$ cat src/rtl/instr_mem_loader_pkg.sv
// Shared types and helpers for the instruction memory loader.
package instr_loader_pkg;

   typedef enum logic [1:0] {IDLE, LOAD, WRITE, DONE} loader_state_t;

   function automatic int unsigned bytes_per_word(input int unsigned data_width);
      return data_width / 8;
   endfunction

   function automatic bit width_is_byte_multiple(input int unsigned data_width);
      return (data_width % 8) == 0;
   endfunction

endpackage

$ cat src/rtl/instr_mem_loader_if.sv
// Host byte link, control/status and instruction-memory write port of the loader.
interface instr_mem_loader_if #(
   parameter int unsigned ADDRESS_WIDTH = 8,
   parameter int unsigned DATA_WIDTH    = 32
);
   logic                     start;
   logic [ADDRESS_WIDTH:0]   len;
   logic [7:0]               in_data;
   logic                     in_valid;
   logic                     in_ready;
   logic                     WE;
   logic [ADDRESS_WIDTH-1:0] WA;
   logic [DATA_WIDTH-1:0]    WD;
   logic                     busy;
   logic                     done;
   logic                     cpu_rst_n;

   modport slave (
      input  start, len, in_data, in_valid,
      output in_ready, WE, WA, WD, busy, done, cpu_rst_n
   );

   modport master (
      output start, len, in_data, in_valid,
      input  in_ready, WE, WA, WD, busy, done, cpu_rst_n
   );
endinterface

$ cat src/rtl/instr_mem_loader_word_packer.sv
// Little-endian byte-to-word packer; word presents the current byte already inserted.
module word_packer
   import instr_loader_pkg::*;
#(
   parameter int unsigned DATA_WIDTH = 32
) (
   input  logic                  clk,
   input  logic                  rst_n,
   input  logic                  clear,
   input  logic                  byte_en,
   input  logic [7:0]            in_data,
   output logic [DATA_WIDTH-1:0] word,
   output logic                  word_full
);
   localparam int unsigned BPW = bytes_per_word(DATA_WIDTH);
   localparam int unsigned CW  = (BPW > 1) ? $clog2(BPW) : 1;
   localparam logic [CW-1:0] LAST = CW'(BPW - 1);

   logic [CW-1:0]         r_byte_cnt;
   logic [DATA_WIDTH-1:0] r_word;

   always_ff @(posedge clk or negedge rst_n) begin
      if (!rst_n) begin
         r_byte_cnt <= '0;
         r_word     <= '0;
      end else if (clear) begin
         r_byte_cnt <= '0;
         r_word     <= '0;
      end else if (byte_en) begin
         r_word[{r_byte_cnt, 3'b000} +: 8] <= in_data;
         r_byte_cnt <= (r_byte_cnt == LAST) ? '0 : r_byte_cnt + 1'b1;
      end
   end

   // Bypass the completing byte so the write data is ready on the same edge.
   always_comb begin
      word = r_word;
      if (byte_en) word[{r_byte_cnt, 3'b000} +: 8] = in_data;
   end

   assign word_full = byte_en && (r_byte_cnt == LAST);

endmodule

$ cat src/rtl/instr_mem_loader.sv
// Loads a byte-streamed program into instruction memory and holds the CPU in reset until done.
module instr_mem_loader
   import instr_loader_pkg::*;
#(
   parameter int unsigned ADDRESS_WIDTH = 8,
   parameter int unsigned DATA_WIDTH    = 32
) (
   input logic               clk,
   input logic               rst_n,
   instr_mem_loader_if.slave bus
);
   localparam int unsigned BYTES_PER_WORD = bytes_per_word(DATA_WIDTH);
   localparam logic [ADDRESS_WIDTH:0] MAX_LEN = {1'b1, {ADDRESS_WIDTH{1'b0}}};

   if (!width_is_byte_multiple(DATA_WIDTH) || BYTES_PER_WORD == 0) begin : g_bad_width
      $error("instr_mem_loader: DATA_WIDTH must be a non-zero multiple of 8");
   end

   loader_state_t            r_state;
   logic [ADDRESS_WIDTH:0]   r_len_q;
   logic [ADDRESS_WIDTH:0]   r_word_cnt;
   logic                     r_we;
   logic [ADDRESS_WIDTH-1:0] r_wa;
   logic [DATA_WIDTH-1:0]    r_wd;
   logic                     r_busy;
   logic                     r_done;
   logic                     r_cpu_rst_n;

   logic                     w_can_start;
   logic                     w_clear;
   logic                     w_byte_en;
   logic                     w_word_full;
   logic [DATA_WIDTH-1:0]    w_word;
   logic [ADDRESS_WIDTH:0]   w_len_clamped;
   logic [ADDRESS_WIDTH:0]   w_cnt_next;

   assign w_can_start   = (r_state == IDLE) || (r_state == DONE);
   assign w_clear       = w_can_start && bus.start && (bus.len != '0);
   assign w_byte_en     = (r_state == LOAD) && bus.in_valid;
   assign w_len_clamped = (bus.len > MAX_LEN) ? MAX_LEN : bus.len;
   assign w_cnt_next    = r_word_cnt + 1'b1;

   word_packer #(
      .DATA_WIDTH(DATA_WIDTH)
   ) u_packer (
      .clk      (clk),
      .rst_n    (rst_n),
      .clear    (w_clear),
      .byte_en  (w_byte_en),
      .in_data  (bus.in_data),
      .word     (w_word),
      .word_full(w_word_full)
   );

   // The word counter doubles as the write address; its extra MSB lets a
   // full-depth load finish without the address wrapping.
   always_ff @(posedge clk or negedge rst_n) begin
      if (!rst_n) begin
         r_state     <= IDLE;
         r_len_q     <= '0;
         r_word_cnt  <= '0;
         r_we        <= 1'b0;
         r_wa        <= '0;
         r_wd        <= '0;
         r_busy      <= 1'b0;
         r_done      <= 1'b0;
         r_cpu_rst_n <= 1'b0;
      end else begin
         case (r_state)
            IDLE, DONE: begin
               r_we <= 1'b0;
               if (bus.start) begin
                  if (bus.len == '0) begin
                     r_state     <= DONE;
                     r_busy      <= 1'b0;
                     r_done      <= 1'b1;
                     r_cpu_rst_n <= 1'b1;
                  end else begin
                     r_state     <= LOAD;
                     r_len_q     <= w_len_clamped;
                     r_word_cnt  <= '0;
                     r_busy      <= 1'b1;
                     r_done      <= 1'b0;
                     r_cpu_rst_n <= 1'b0;
                  end
               end
            end
            LOAD: begin
               if (w_word_full) begin
                  r_state <= WRITE;
                  r_we    <= 1'b1;
                  r_wa    <= r_word_cnt[ADDRESS_WIDTH-1:0];
                  r_wd    <= w_word;
               end
            end
            WRITE: begin
               r_we       <= 1'b0;
               r_word_cnt <= w_cnt_next;
               if (w_cnt_next == r_len_q) begin
                  r_state     <= DONE;
                  r_busy      <= 1'b0;
                  r_done      <= 1'b1;
                  r_cpu_rst_n <= 1'b1;
               end else begin
                  r_state <= LOAD;
               end
            end
            default: r_state <= IDLE;
         endcase
      end
   end

   assign bus.in_ready  = (r_state == LOAD);
   assign bus.WE        = r_we;
   assign bus.WA        = r_wa;
   assign bus.WD        = r_wd;
   assign bus.busy      = r_busy;
   assign bus.done      = r_done;
   assign bus.cpu_rst_n = r_cpu_rst_n;

endmodule

$ cat src/flat_wrapper.sv
// flat-port wrapper written by rule: the top's interface ports become plain ports
module instr_mem_loader_flat import instr_loader_pkg::*;
#(
   parameter int unsigned ADDRESS_WIDTH = 8,
   parameter int unsigned DATA_WIDTH    = 32
)
  (clk, rst_n, bus_start, bus_len, bus_in_data, bus_in_valid, bus_in_ready, bus_WE, bus_WA, bus_WD, bus_busy, bus_done, bus_cpu_rst_n);
  instr_mem_loader_if #(.ADDRESS_WIDTH(ADDRESS_WIDTH), .DATA_WIDTH(DATA_WIDTH)) bus_i ();
  input logic clk;
  input logic rst_n;
  input wire logic [$bits(bus_i.start)-1:0] bus_start;
  input wire logic [$bits(bus_i.len)-1:0] bus_len;
  input wire logic [$bits(bus_i.in_data)-1:0] bus_in_data;
  input wire logic [$bits(bus_i.in_valid)-1:0] bus_in_valid;
  output wire logic [$bits(bus_i.in_ready)-1:0] bus_in_ready;
  output wire logic [$bits(bus_i.WE)-1:0] bus_WE;
  output wire logic [$bits(bus_i.WA)-1:0] bus_WA;
  output wire logic [$bits(bus_i.WD)-1:0] bus_WD;
  output wire logic [$bits(bus_i.busy)-1:0] bus_busy;
  output wire logic [$bits(bus_i.done)-1:0] bus_done;
  output wire logic [$bits(bus_i.cpu_rst_n)-1:0] bus_cpu_rst_n;
  assign bus_i.start = bus_start;
  assign bus_i.len = bus_len;
  assign bus_i.in_data = bus_in_data;
  assign bus_i.in_valid = bus_in_valid;
  assign bus_in_ready = bus_i.in_ready;
  assign bus_WE = bus_i.WE;
  assign bus_WA = bus_i.WA;
  assign bus_WD = bus_i.WD;
  assign bus_busy = bus_i.busy;
  assign bus_done = bus_i.done;
  assign bus_cpu_rst_n = bus_i.cpu_rst_n;
  instr_mem_loader #(.ADDRESS_WIDTH(ADDRESS_WIDTH), .DATA_WIDTH(DATA_WIDTH)) u_core (.clk(clk), .rst_n(rst_n), .bus(bus_i));
endmodule
$ cat config.mk
export PLATFORM = sky130hd
export DESIGN_NAME = instr_mem_loader_flat
export DESIGN_NICKNAME = d
export VERILOG_FILES = /design/src/rtl/instr_mem_loader_pkg.sv /design/src/rtl/instr_mem_loader_if.sv /design/src/rtl/instr_mem_loader_word_packer.sv /design/src/rtl/instr_mem_loader.sv /design/src/flat_wrapper.sv
export SDC_FILE = /design/constraint.sdc
export NUM_CORES = 1
export LEC_CHECK = 0
export BUFFER_PORTS_ARGS = -buffer_cell sky130_fd_sc_hd__buf_2
export CORE_UTILIZATION = 42
export CTS_CLUSTER_DIAMETER = 100
export DETAILED_ROUTE_END_ITERATION = 7
export PLACE_DENSITY = 0.58
export SYNTH_ARGS = -nofsm -noshare
export SYNTH_HDL_FRONTEND = slang
export SYNTH_SLANG_ARGS = --single-unit
$ cat constraint.sdc
create_clock -name clk -period 2.39 [get_ports clk]
set_input_delay 0.3585 -clock clk [delete_from_list [all_inputs] [get_ports clk]]
set_output_delay 0.3585 -clock clk [all_outputs]
set_load 0.01 [all_outputs]
==> out/metrics.csv, run 1 <==
stage;metric;value;unit
run_status;outcome;finished, final reports clean;
clock_network;cts_buffer_depth;2;
power_and_ir_drop;p_per_area;945;nW/um^2
synth;synth_cells;434;
global_routing;track_usage;20.3;%
global_routing;grt_max_degree;47;
timing;fmax;0.475;GHz
synth;synthArstFlopShare;100;%
critical_path;critPathKind;reg2reg;
timing;finalHoldViolations;0;
critical_path;cp_slowest_cell;dfrtp_1;
die;dieHeight;105;um
clock_network;cts.clk_slew.worst_paths;0.09;ns
die;rows;37;
critical_path;crit_start;u_core.r_word_cnt[1];
layout;fillers;980;
worst_hold_path;hp-class;in2reg;
global_routing;overflow;0;
synth;synth_compound_area_share;16.0;%
drt;wire_per_inst;15.8;um
synth;synthSimpleGateAreaFrac;17.5;%
synth;synth.cell_area;4450;um^2
timing;finalSetupViolations;0;
placed_design;dp_hpwl;7090;um
job;maxCapViolations;0;
layout;multi_input_comb_area;1830;um^2
critical_path;reg2reg_from;u_core.r_word_cnt[1];
synth;ys_ff_latch;97;
critical_path;cpPeakStageDelay;0.46;ns
worst_hold_path;holdCritStartpoint;bus_len[3];
synth;synth_edf_count;0;
layout;final_nets;531;
synth;yosysTopAreaCell;dfrtp_1;
synth;seq_area_frac_synth;54.6;%
drt;drt_iter0_markers;165;
placed_design;gp_congestion;0.808;
worst_hold_path;hold_path_end;u_core.r_len_q[3];
synth;yosysTopAreaCellShare;54.6;%
synth;synth_flop_cell;dfrtp_1;
synth;netlist_top_cells_area;dfrtp_1 55%, a22oi_1 5.6%, nand2_1 5.6%, o21ai_0 5.3%, nor2_1 3.2%;
timing;finalMaxSlewViolations;0;
critical_path;rr_worst_depth;6;
timing;tightest_slew;0.503;ns
critical_path;end_kind;flip-flop;
power_and_ir_drop;ir_drop;0.000376;V
drt;first_pass_iters;4;
critical_path;r2r_slack;0.29;ns
critical_path;critPathLaunchType;flip-flop;
worst_hold_path;holdPathStages;3;
timing;finalCritPeriodShare;88.0;%
critical_path;worstReg2RegEnd;u_core.bus.busy;
synth;yosysUniqueCellTypes;50;
critical_path;crit_buf_inv;0;
timing;layout_min_cycle_time;2.10;ns
die;io_pins;66;
layout;fin_util;50.3;%
clock_network;cts_tree;yes;
synth;ys_warn_count;0;
drt;ant_nets;0;
power_and_ir_drop;leakagePower;2.49;nW
synth;synth_top_family_by_area;simple AND/OR/NAND/NOR gates;
layout;final-seq-area;2430;um^2
drt;dr_total_vias;3417;
drt;vias_per_cell;5.33;
timing;tns;0;ns
die;die_x;105;um
critical_path;worst_path_dominant_cell_family;compound AO/OA/AOI/OAI gates;
clock_network;htreeDepth;3;
die;core_area;10300;um^2
drt;route.detailed.drc;0;
clock_network;worstSkewPairLatency;0.37;ns
die;die_area;11000;um^2
synth;avgSynthCellArea;10.2;um^2
timing;clock-skew-final;0.00994;ns
synth;synthMuxAreaShare;1.46;%
timing;max_slew_margin;66.3;%
clock_network;clock-root-buffer;clkbuf_8;
synth;synth_fa_ha_area_share;2.81;%
die;initial_core_util;43.3;%
layout;area_delta_synth_final;16.4;%
critical_path;crit_chain;ha_1, xor3_1, or3_1, a21oi_1, o2111ai_1, a32o_1;
placed_design;io_buffer_count;65;
global_routing;antenna_found_initial;0;
layout;final_layout_size_suffix_gt1_share;22.2;%
drt;wl;10100;um
clock_network;cts_buffers;9;
clock_network;cts_sinks;97;
timing;rsz0062_at_grt;no;
critical_path;cp.required;2.64;ns
synth;synth-xor-area-share;3.29;%
critical_path;path_max_fanout;7;
layout;antenna_cells;0;
global_routing;grt_pass1_vias;3385;
global_routing;grt_pass1_wl;17300;um
critical_path;crit_arrival;2.36;ns
clock_network;cts-resized-gates;0;
synth;synth_nets;465;
==> sequential cells by signal, indices dropped and copies added (netlist names) <==
signal and cells:
u_core.bus.WA 8, u_core.bus.WD 32, u_core.bus.WE 1, u_core.bus.busy 1, u_core.bus.done 1, u_core.r_len_q 9
u_core.r_state 2, u_core.r_word_cnt 9, u_core.u_packer.r_byte_cnt 2, u_core.u_packer.r_word 32
==> power breakdown <==
group / internal (mW) / switching (mW) / leakage [nW]
clock network: 0.622 / 0.585 / 0.116
logic: 0.639 / 1.02 / 1.04
registers: 1.85 / 0.173 / 1.33
==> kinds of logic (layout without fill, tap and decap cells) <==
family	count (synthesis)	count (layout)
buffers and inverters	37	108
multiplexers	6	6
flip-flops	97	97
AO/OA/AOI/OAI	114	114
adder cells (fa/ha/maj)	10	10
AND/OR/NAND/NOR	155	155
XOR/XNOR	15	15
==> worst register-to-register path, cell delays in order, from the launching register on <==
cell       delay (ns)
dfrtp_1          0.46
ha_1             0.21
xor3_1           0.39
or3_1            0.31
a21oi_1          0.15
o2111ai_1        0.18
a32o_1           0.29
==> per-layer routing <==
layer,global-route usage (%),vias to the layer above,share of wire [%]
met4,8.15,0,1.3
met5,0,-,0
met3,3.74,11,4.1
met1,29.6,1682,50
met2,29.8,74,45
li1,-,1650,-
==> timing repair <==
action	4_1_cts	5_1_grt
hold endpoints to repair	36	0
hold buffers	1	0
buffers inserted	0	0
==> placed cells by master, fill, tap and decap left out, types with 2 or more instances in the layout <==
cell type	instances
a21oi_1	16
a22oi_1	33
a311oi_1	4
and2_1	2
and3_1	2
and4_1	2
buf_12	2
buf_2	64
buf_4	13
bufinv_16	2
clkbuf_8	10
clkinv_4	3
dfrtp_1	97
ha_1	10
inv_1	12
mux2_2	4
mux2i_1	2
nand2_1	66
nand2_2	3
nand2b_1	5
nand3_1	8
nand3b_1	5
nand4_1	3
nor2_1	37
nor3_1	6
nor4_1	2
nor4b_4	3
o211ai_1	2
o21ai_0	47
o221ai_1	2
or3_1	2
xnor2_1	10
xor2_1	4
==> through the flow <==
step           hold slack, ns  power, mW  instances  worst slack [ns]  instance area [um^2]
2_1_floorplan          0.0629       3.23        434             0.367                  4450
3_3_place_gp            0.371       3.68        624             0.399                  4930
3_5_place_dp            0.370       3.72        624             0.291                  4930
4_1_cts                 0.235       4.93        641             0.274                  5170
5_1_grt                 0.256       5.22        641             0.123                  5170
6_report                0.253       4.89        641             0.286                  5170
==> how the worst max path moves through the flow <==
stage / end / cells past startpoint
floorplan: u_core.bus.busy / 7
global placement: u_core.bus.WD[5] / 7
detailed placement: u_core.bus.WD[22] / 7
CTS: u_core.bus.busy / 6
global route: u_core.bus.WD[17] / 7
finish: u_core.bus.busy / 6
==> layout make-up <==
type	count	area share [%]
flip-flops and latches	97	46.9
multi-input cells	300	35.5
repair buffers	80	9.04
well taps	136	3.29
clock buffers	10	2.66
clock inverters	6	1.77
inverters	12	0.871
==> synth_stat cells (all sizes together), types with 6 or more instances <==
| cell | instances |
|---|---|
| nor2 | 38 |
| clkbuf | 15 |
| dfrtp | 97 |
| buf | 9 |
| nand3 | 9 |
| a22oi | 33 |
| nand2 | 69 |
| ha | 10 |
| o21ai | 48 |
| xnor2 | 10 |
| nor3 | 6 |
| inv | 12 |
| a21oi | 16 |
(Power assumes the default switching activity.)
==> inputs of run 2 (changes only) <==
--- a/config.mk
+++ b/config.mk
@@ -6,7 +6,9 @@
 export NUM_CORES = 1
 export LEC_CHECK = 0
 export BUFFER_PORTS_ARGS = -buffer_cell sky130_fd_sc_hd__buf_2
+export CORE_ASPECT_RATIO = 0.5
 export CORE_UTILIZATION = 42
+export CTS_BUF_LIST = sky130_fd_sc_hd__clkbuf_8
 export CTS_CLUSTER_DIAMETER = 100
 export DETAILED_ROUTE_END_ITERATION = 7
 export PLACE_DENSITY = 0.58
==> out/metrics.csv, run 2 (synthesis gave the netlist of run 1 again) <==
stage;metric;value;unit;change
run_status;outcome;complete, but fails checks;;
run_status;violations;negative hold slack;;
placed_design;gp_congestion;0.807;;-0.21%
critical_path;path_max_fanout;7;;unchanged
drt;dr_total_vias;3372;;-1.3%
die;dieHeight;74.8;um;-29%
clock_network;post-cts-setup-buffer-count;0;;unchanged
global_routing;track_usage;19.4;%;-0.90 points
drt;wire_per_inst;15.5;um;-2.2%
clock_network;cts_buffer_depth;2;;unchanged
timing;rsz0062_at_grt;no;;
critical_path;critPathLaunchType;flip-flop;;
critical_path;end_kind;flip-flop;;
placed_design;io_buffer_count;65;;unchanged
timing;tns;0;ns;unchanged
timing;fin_worst_hold_slack;-0.0151;ns;-0.268 ns
die;die_x;147;um;+41%
critical_path;reg2reg_from;u_core.r_word_cnt[1];;
global_routing;grt_most_used_layer;met2;;
global_routing;grt_max_degree;45;;-4.3%
timing;finalMaxSlewViolations;0;;unchanged
drt;first_pass_iters;4;;unchanged
global_routing;overflow;0;;unchanged
critical_path;critPathKind;reg2reg;;
placed_design;postPlaceCellArea;4970;um^2;+0.66%
die;rows;26;;-30%
drt;wl;10000;um;-1.4%
worst_hold_path;hp-class;in2async;;
drt;ant_nets;0;;unchanged
global_routing;antenna_found_initial;0;;unchanged
timing;finalCritPeriodShare;89.3;%;+1.3 points
drt;drt_iter0_markers;239;;+45%
clock_network;clock-root-buffer;clkbuf_8;;
critical_path;crit_start;u_core.r_word_cnt[1];;
timing;finalSetupViolations;0;;unchanged
timing;finalHoldViolations;17;;+17
global_routing;grt_pass1_wl;16300;um;-5.9%
clock_network;cts.clk_slew.worst_paths;0.09;ns;about the same
global_routing;grtUsageMet2;29.9;%;about the same
clock_network;htreeDepth;3;;unchanged
global_routing;grt_pass1_vias;3140;;-7.2%
global_routing;grt_util_met3;4.42;%;+0.68 points
global_routing;grtUsageMet1;26.9;%;-2.7 points
layout;final_layout_size_suffix_gt1_share;22.3;%;+0.15 points
clock_network;cts_sinks;97;;unchanged
clock_network;cts_buffers;9;;unchanged
critical_path;crit_arrival;2.40;ns;+0.04 ns
power_and_ir_drop;leakagePower;2.48;nW;-0.40%
power_and_ir_drop;ir_drop;0.000333;V;-11%
clock_network;worstSkewPairLatency;0.37;ns;about the same
clock_network;cts_tree;yes;;
placed_design;dp_hpwl;6880;um;-2.9%
drt;vias_per_cell;5.22;;-2.1%
power_and_ir_drop;p_per_area;912;nW/um^2;-3.5%
timing;timing.final.ws_setup;0.255;ns;-0.0312 ns
layout;final_nets;532;;+0.19%
critical_path;cpPeakStageDelay;0.47;ns;about the same
layout;area_delta_synth_final;15.8;%;
critical_path;cp.required;2.65;ns;about the same
critical_path;worst_path_dominant_cell_family;compound AO/OA/AOI/OAI gates;;
layout;layout_common_cells;97 x dfrtp_1, 66 x nand2_1, 64 x buf_2;;
timing;clock-skew-final;0.0129;ns;+0.00292 ns
clock_network;cts_hold_buf;0;;-1
power_and_ir_drop;p_total;4.69;mW;-4.0%
layout;final_common_cell;dfrtp_1;;
die;io_pins;66;;unchanged
drt;route.detailed.drc;0;;unchanged
timing;fmax;0.468;GHz;-1.5%
timing;layout_min_cycle_time;2.14;ns;+0.0312 ns
layout;stdcell_count;646;;+0.78%
timing;tightest_slew;0.605;ns;+0.102 ns
clock_network;cts-resized-gates;0;;unchanged
layout;final_area;5150;um^2;-0.51%
critical_path;crit_buf_inv;0;;unchanged
placed_design;dp_slack;0.266;ns;-0.0244 ns
job;maxCapViolations;0;;unchanged
die;initial_core_util;43.4;%;+0.13 points
die;die_area;11000;um^2;+0.23%
die;core_area;10200;um^2;-0.29%
placed_design;dp.cells;630;;+0.96%
critical_path;cp_slowest_cell;dfrtp_1;;
critical_path;crit_chain;ha_1, xor3_1, or3_1, a21oi_1, o2111ai_1, a32o_1;;
timing;max_slew_margin;59.7;%;-6.7 points
layout;fin_util;50.2;%;-0.11 points
layout;antenna_cells;0;;unchanged
## run 2: final timing paths
| kind | to | slack, ns | cells past startpoint |
|---|---|---|---|
| min in group clk | u_core.r_len_q[0] | 0.23 | 3 |
| min | u_core.r_len_q[0] | -0.02 | 1 |
| max reg2reg | u_core.bus.busy | 0.25 | 6 |
| max in group asynchronous | u_core.u_packer.r_word[4] | 1.83 | 2 |
| min reg2reg | u_core.bus.WD[3] | 0.48 | 2 |
| max | u_core.bus.busy | 0.25 | 6 |
## run 2: power by group
group,internal [mW],leakage [nW],switching (mW),total [mW]
sequential,1.85,1.33,0.169,2.02
clock,0.411,0.0945,0.588,0.999
combinational,0.662,1.05,1.01,1.67
total,2.93,2.48,1.77,4.69
## run 2: per-layer routing
| layer | up-vias | wire, um |
|---|---|---|
| met3 | 15 | 291 |
| met5 | - | 0 |
| li1 | 1656 | - |
| met2 | 57 | 4450 |
| met4 | 0 | 236 |
| met1 | 1644 | 5020 |
## run 2: cell type report
type | instances | area [um^2]
flip-flops and latches | 97 | 2430
repair buffers | 81 | 485
fillers | 971 | 5100
clock inverters | 6 | 42.5
multi-input cells | 300 | 1830
well taps | 140 | 175
clock buffers | 10 | 138
inverters | 12 | 45.0
## run 2: worst reg2reg max path, stage by stage (launching register included)
cell and delay, ns:
dfrtp_1 0.47, ha_1 0.21, xor3_1 0.39, or3_1 0.31
a21oi_1 0.16, o2111ai_1 0.19, a32o_1 0.30
